--- config.mk ---
export PLATFORM = sky130hd
export DESIGN_NAME = dmem_responder
export DESIGN_NICKNAME = d
export VERILOG_FILES = /design/src/rtl/dmem_responder.sv
export SDC_FILE = /design/constraint.sdc
export NUM_CORES = 2
export LEC_CHECK = 0
export CORE_MARGIN = 3
export CORE_UTILIZATION = 60
export DETAILED_ROUTE_END_ITERATION = 7
export GPL_ROUTABILITY_DRIVEN = 0
export PLACE_DENSITY = 0.77
export SYNTH_ARGS = -nofsm -noshare
export SYNTH_HDL_FRONTEND = slang
export SYNTH_SLANG_ARGS = --single-unit
--- constraint.sdc ---
create_clock -name clk_i -period 7.01 [get_ports clk_i]
set_clock_uncertainty 0.1 [all_clocks]
set_input_delay 1.7525 -clock clk_i [delete_from_list [all_inputs] [get_ports clk_i]]
set_output_delay 1.7525 -clock clk_i [all_outputs]
set_load 0.05 [all_outputs]
--- src/rtl/dmem_responder.sv ---
// Multi-cycle data-memory responder for the MEM-stage load/store port.
// Accepts one access in IDLE, holds stall_o while it is in flight, then acks for one cycle.
module dmem_responder #(
    parameter int DEPTH   = 32,
    parameter int LATENCY = 3
) (
    input  logic        clk_i,
    input  logic        rst_i,
    input  logic        MemRead_i,
    input  logic        MemWrite_i,
    input  logic [31:0] addr_i,
    input  logic [31:0] w_data_i,
    output logic [31:0] r_data_o,
    output logic        ack_o,
    output logic        err_o,
    output logic        stall_o
);

    localparam int IDX_W = $clog2(DEPTH);
    localparam int CNT_W = (LATENCY > 2) ? $clog2(LATENCY) : 1;
    localparam logic [CNT_W-1:0] CNT_INIT = (LATENCY > 1) ? CNT_W'(LATENCY - 2) : '0;

    typedef enum logic [1:0] {
        IDLE = 2'd0,
        BUSY = 2'd1,
        RESP = 2'd2
    } state_t;

    state_t             state_reg;
    logic [CNT_W-1:0]   cnt_reg;
    logic               write_reg;
    logic [IDX_W-1:0]   idx_reg;
    logic [31:0]        wdata_reg;
    logic [31:0]        r_data_reg;
    logic               ack_reg;
    logic               err_reg;

    logic [31:0]        mem [DEPTH];
    logic [DEPTH-1:0]   word_we;

    logic               req;
    logic               req_err;
    logic               commit_now;
    logic               commit_write;
    logic [IDX_W-1:0]   commit_idx;
    logic [31:0]        commit_data;
    logic [31:0]        rd_word;

    assign req     = MemRead_i | MemWrite_i;
    // Out of range means any address bit above the word index is set: no wrap-around.
    assign req_err = (MemRead_i & MemWrite_i) | (|addr_i[1:0]) | (|addr_i[31:IDX_W+2]);

    // The access commits on the edge entering RESP; with LATENCY=1 that edge is the
    // request edge itself, so the live inputs are used instead of the latched copies.
    always_comb begin
        commit_now   = 1'b0;
        commit_write = write_reg;
        commit_idx   = idx_reg;
        commit_data  = wdata_reg;
        if (state_reg == IDLE) begin
            commit_now   = req & ~req_err & (LATENCY == 1);
            commit_write = MemWrite_i;
            commit_idx   = addr_i[IDX_W+1:2];
            commit_data  = w_data_i;
        end else if (state_reg == BUSY) begin
            commit_now   = (cnt_reg == '0);
        end
    end

    assign rd_word = mem[commit_idx];

    for (genvar gi = 0; gi < DEPTH; gi++) begin : g_word_we
        assign word_we[gi] = commit_now & commit_write & (commit_idx == IDX_W'(gi));
    end

    always_ff @(posedge clk_i or negedge rst_i) begin
        if (!rst_i) begin
            for (int i = 0; i < DEPTH; i++) begin
                mem[i] <= '0;
            end
        end else begin
            for (int i = 0; i < DEPTH; i++) begin
                if (word_we[i]) begin
                    mem[i] <= commit_data;
                end
            end
        end
    end

    always_ff @(posedge clk_i or negedge rst_i) begin
        if (!rst_i) begin
            state_reg  <= IDLE;
            cnt_reg    <= '0;
            write_reg  <= 1'b0;
            idx_reg    <= '0;
            wdata_reg  <= '0;
            r_data_reg <= '0;
            ack_reg    <= 1'b0;
            err_reg    <= 1'b0;
        end else begin
            case (state_reg)
                IDLE: begin
                    if (req) begin
                        write_reg <= MemWrite_i;
                        idx_reg   <= addr_i[IDX_W+1:2];
                        wdata_reg <= w_data_i;
                        if (req_err) begin
                            state_reg  <= RESP;
                            ack_reg    <= 1'b1;
                            err_reg    <= 1'b1;
                            r_data_reg <= '0;
                        end else if (LATENCY == 1) begin
                            state_reg <= RESP;
                            ack_reg   <= 1'b1;
                            err_reg   <= 1'b0;
                            if (!MemWrite_i) begin
                                r_data_reg <= rd_word;
                            end
                        end else begin
                            state_reg <= BUSY;
                            cnt_reg   <= CNT_INIT;
                        end
                    end
                end
                BUSY: begin
                    if (cnt_reg == '0) begin
                        state_reg <= RESP;
                        ack_reg   <= 1'b1;
                        err_reg   <= 1'b0;
                        if (!write_reg) begin
                            r_data_reg <= rd_word;
                        end
                    end else begin
                        cnt_reg <= cnt_reg - CNT_W'(1);
                    end
                end
                RESP: begin
                    state_reg <= IDLE;
                    ack_reg   <= 1'b0;
                    err_reg   <= 1'b0;
                end
                default: begin
                    state_reg <= IDLE;
                    ack_reg   <= 1'b0;
                    err_reg   <= 1'b0;
                end
            endcase
        end
    end

    assign r_data_o = r_data_reg;
    assign ack_o    = ack_reg;
    assign err_o    = err_reg;
    // Low in RESP so the pipeline advances at the end of the ack cycle.
    assign stall_o  = ((state_reg == IDLE) & req) | (state_reg == BUSY);

endmodule

Word-level counts from Yosys, hierarchy flattened --
Cells that the tools add are included. W data, S select, Z words.
Storage, ports and cells: register bits 1100, input bits 68
Cells by class: add/sub/neg operators 1, order comparisons 1, eq/ne operators 38, multiplexer cells 27, bitwise logic cells 40, reductions and logical operators 11
Operators by type and width (count):
- $mux W32 | 7
- $bmux W32 S5 | 1
- $eq A5 B5 Y1 const B | 16
- $pmux W32 S2 | 1
- $eq A5 B4 Y1 const B | 8
- $and A1 B1 Y1 | 35
- $reduce_or A25 Y1 | 1
- $eq A5 B3 Y1 const B | 4
- $mux W2 | 6
- $eq A5 B2 Y1 const B | 2
- $ne A2 B2 Y1 const B | 5
- $pmux W2 S2 | 2
- $mux W1 | 7
- $ge A6 B6 Y1 const B | 1
- $not A5 Y6 | 1
- $eq A5 B1 Y1 const B | 1
- $logic_not A5 Y1 | 1
- $mux W5 | 1
- $reduce_and A5 Y1 | 1
- $logic_not A2 Y1 | 2
- $or A1 B1 Y1 | 4
- $pmux W1 S2 | 2
- $reduce_and A2 Y1 | 2
- $reduce_and A4 Y1 | 1
- other kinds (6) | 6

Logic depth before layout (Yosys ltp) --
depth in word-level cells 9, gate-level depth with buffers 11

Worst setup path before layout --
OpenSTA, ideal clock, no wires.
path type in2out, start point input MemWrite_i, end point output stall_o, arrival time 2598 ps, setup slack 2560 ps, stages on the path 2, cell sequence nor2_1 > a21oi_1
On the way: longest elaborated chain between the ends 3
RTL lines:
- from (decl) | RTL line 10 | input logic MemWrite_i,
- $or A1 B1 Y1 | RTL line 49 | assign req = MemRead_i | MemWrite_i;
- $and A1 B1 Y1 | RTL line 155 | assign stall_o = ((state_reg == IDLE) & req) | (state_reg == BUSY);
- $or A1 B1 Y1 | RTL line 155
- to (decl) | RTL line 16 | output logic stall_o
Every way passes these cells.

Final worst setup path --
Same ends and word-level chain as after synthesis.

==> flow_summary.ini <==
[sta]
worst_slack_ns = 1.79
relSlewSlack = 0.166
fmax_mhz = 192
worstMarginPinSlew_ns = 1.25
hold_viol = 0
final.setup.tns_ns = 0
finalCriticalPeriod_ns = 5.22
post-route-period-util = 0.745
rsz0062_at_grt = no
setup_viol = 0
whs_ns = 0.375
slew_violations = 0

[global_routing]
grt_first_pass_wirelength_um = 217000
grt_pass1_vias = 37000
antenna_found_initial = 2
overflow = 0
met2_usage = 0.505
met3_usage = 0.0745
grt_use_total = 0.337
grt_max_degree = 172
top_usage_layer = met2
grt.met1_usage = 0.481

[pwr]
p_sw_frac = 0.265
p_switching_w = 0.00377
combPwrFrac = 0.116
power_density_nw_per_um2 = 266
pwr-share-clk = 0.432
p_seq_frac = 0.451
p_int_w = 0.0105
ir_drop_v = 0.000192
p_leak_nw = 24.3

[cts]
ctsHoldBuffers = 0
post_cts_resized = 0
cts_made_buffers = 110
clockRootBuffer = clkbuf_16
clk_pin_slew_ns = 0.06
cts_max_level = 3
clkSinkCount = 1100
cts_post_setup_buffers_inserted = 0
clk_latency_ns = 0.68
cts_tree = built
clockBufferDepth = 3

[critical_path]
r2r_start = state_reg[1]$_DFFE_PN0P_
r2r-end = r_data_o[12]$_DFFE_PN0P_
worstRegToRegCells = 9
critPathSlowestCell = clkdlybuf4s50_1
reg2reg_slack_ns = 2.89
cp_max_fo = 4
critPathKind = in -> out
path_cells = clkdlybuf4s50_1 -> nor2_1 -> a21oi_1 -> clkdlybuf4s50_1
worstPathArrival_ns = 3.37
cp-end-kind = output pin
required_ns = 5.16
critical_path.max_stage_delay_ns = 0.73
crit_path_frequent_cell = clkdlybuf4s50_1
startpoint_type = input port

[synthesis]
synthArstFlopShare = 1.00
synthTopCellsByArea = dfrtp_1, nand2_1, o21ai_0
postSynthAreaPerCell_sq_um = 9.64
yosys_warnings = 0
ys_types = 57
netlist_area_sq_um = 48000
syn-num-nets = 5051
synth_top_area_frac = 0.573
ys_ff_latch = 1100
syn_inst = 4982
yosys.area.top_type = dfrtp_1
seq_area_frac_synth = 0.573
ys.flop_type = dfrtp_1
synth_edf_count = 0

[drt]
wl_per_cell_um = 23.2
ant_nets = 0
vias_per_cell = 6.32
first_pass_iters = 6
dr_total_vias = 37900
totalWireLength_um = 139000
drc = 0
drt-initial-drc-count = 4054

[placed_design]
place_ws_ns = 1.69
io_buffers = 102
dp_hpwl_um = 77000

[worst_hold_path]
hp-class = reg -> reg
min_from = mem[651]$_DFFE_PN0P_
hold_end = mem[651]$_DFFE_PN0P_
min_path_cells = 2

[outcome]
status = finished clean

[final_layout]
nets = 4924
area_growth_pct = 11.6
largest_register_ffs = 1024
drive_above_1_share = 0.0992
final_core_util = 0.678

[die]
start_util = 0.607
coreArea_sq_um = 79100
std_cell_rows = 103
io_pins = 103
die_area_sq_um = 83500
dieWidth_um = 289
die_y_um = 289

[job]
cap_violations = 0
-- power by group through the flow --
stage	Sequential, W	Combinational, W	Clock [W]
after floorplan	0.00653	0.00101	0
after global placement	0.00655	0.00161	0
after detailed placement	0.00655	0.00162	0
after CTS	0.00644	0.00163	0.00620
after global routing	0.00644	0.00175	0.00646
final	0.00644	0.00166	0.00617
-- stage by stage --
step | total power [W] | area (sq um) | instances
4_1_cts | 0.0143 | 53600 | 6002
6_report | 0.0143 | 53600 | 6005
2_1_floorplan | 0.00754 | 48000 | 4982
5_1_grt | 0.0147 | 53600 | 6004
3_3_place_gp | 0.00816 | 49800 | 5793
3_5_place_dp | 0.00817 | 49800 | 5793
-- cell families after synthesis --
logic type	after synthesis	share of synthesized area
muxes	305	0.0812
AOI/OAI and AO/OA	1356	0.153
and+or+nand+nor	1762	0.149
buffers and inverters	458	0.0437
DFF	1100	0.573
adders and majority gates	1	0.000261
-- cell usage in the layout, fill, tap and decap left out, types with 16 or more instances in the layout --
cell type,count
clkbuf_8,28
a21oi_1,550
clkinv_2,32
o21ai_1,37
mux2i_1,171
a32oi_1,29
nor2_1,640
dfrtp_1,1100
o221ai_1,32
a211o_1,29
o21ai_0,571
nand3_1,103
a22oi_1,19
mux4_2,64
clkbuf_1,16
nor2_4,18
clkbuf_16,113
a31oi_1,35
mux2_2,35
mux2i_2,29
nand4_1,61
buf_12,22
buf_4,86
clkdlybuf4s50_1,101
o22ai_1,32
nand2_1,874
-- Yosys cell counts, drive strengths merged, types with 2 or more instances --
cell	instances
clkbuf	245
nor3	7
mux4	64
o22ai	32
o221ai	32
mux2i	205
nand4	61
a221oi	2
buf	204
inv	9
a32oi	29
o31ai	5
nand3b	2
dfrtp	1100
and2	2
nand2b	6
a31oi	37
a22o	2
a222oi	4
o21ai	610
a21oi	551
and4	2
or3	2
nor2	664
nand3	108
nor3b	3
nor4b	2
mux2	36
a211o	29
nand2	890
nor4	5
a22oi	19
-- worst max-delay path by stage --
stage / start / end / slack (ns) / cells past startpoint
after global routing: MemWrite_i / stall_o / 1.75 / 4
after CTS: MemWrite_i / stall_o / 1.79 / 4
after global placement: addr_i[2] / r_data_o[22]$_DFFE_PN0P_ / 1.73 / 8
final: MemWrite_i / stall_o / 1.79 / 4
after floorplan: MemWrite_i / stall_o / 2.56 / 2
after detailed placement: addr_i[2] / mem[805]$_DFFE_PN0P_ / 1.69 / 7
-- layout make-up --
type	count	area [sq um]
fillers	5908	25500
repair buffers	210	2110
multi-input cells	3424	18800
diodes	3	7.51
clock inverters	52	564
inverters	9	33.8
clock buffers	157	3270
well taps	1050	1310
flip-flops and latches	1100	27500
-- worst max-delay path: cells and delay by family --
kind | cells | cell delay (ns)
AO/OA/AOI/OAI | 1 | 0.12
buffers and inverters | 2 | 1.17
AND/OR/NAND/NOR | 1 | 0.32
-- metal layers --
metal,share of wire,vias to the layer above
li1,-,16800
met1,0.40,18800
met2,0.45,1918
met3,0.11,374
met4,0.045,0
met5,0,-
Note: power is estimated with default switching activity, not from simulation.
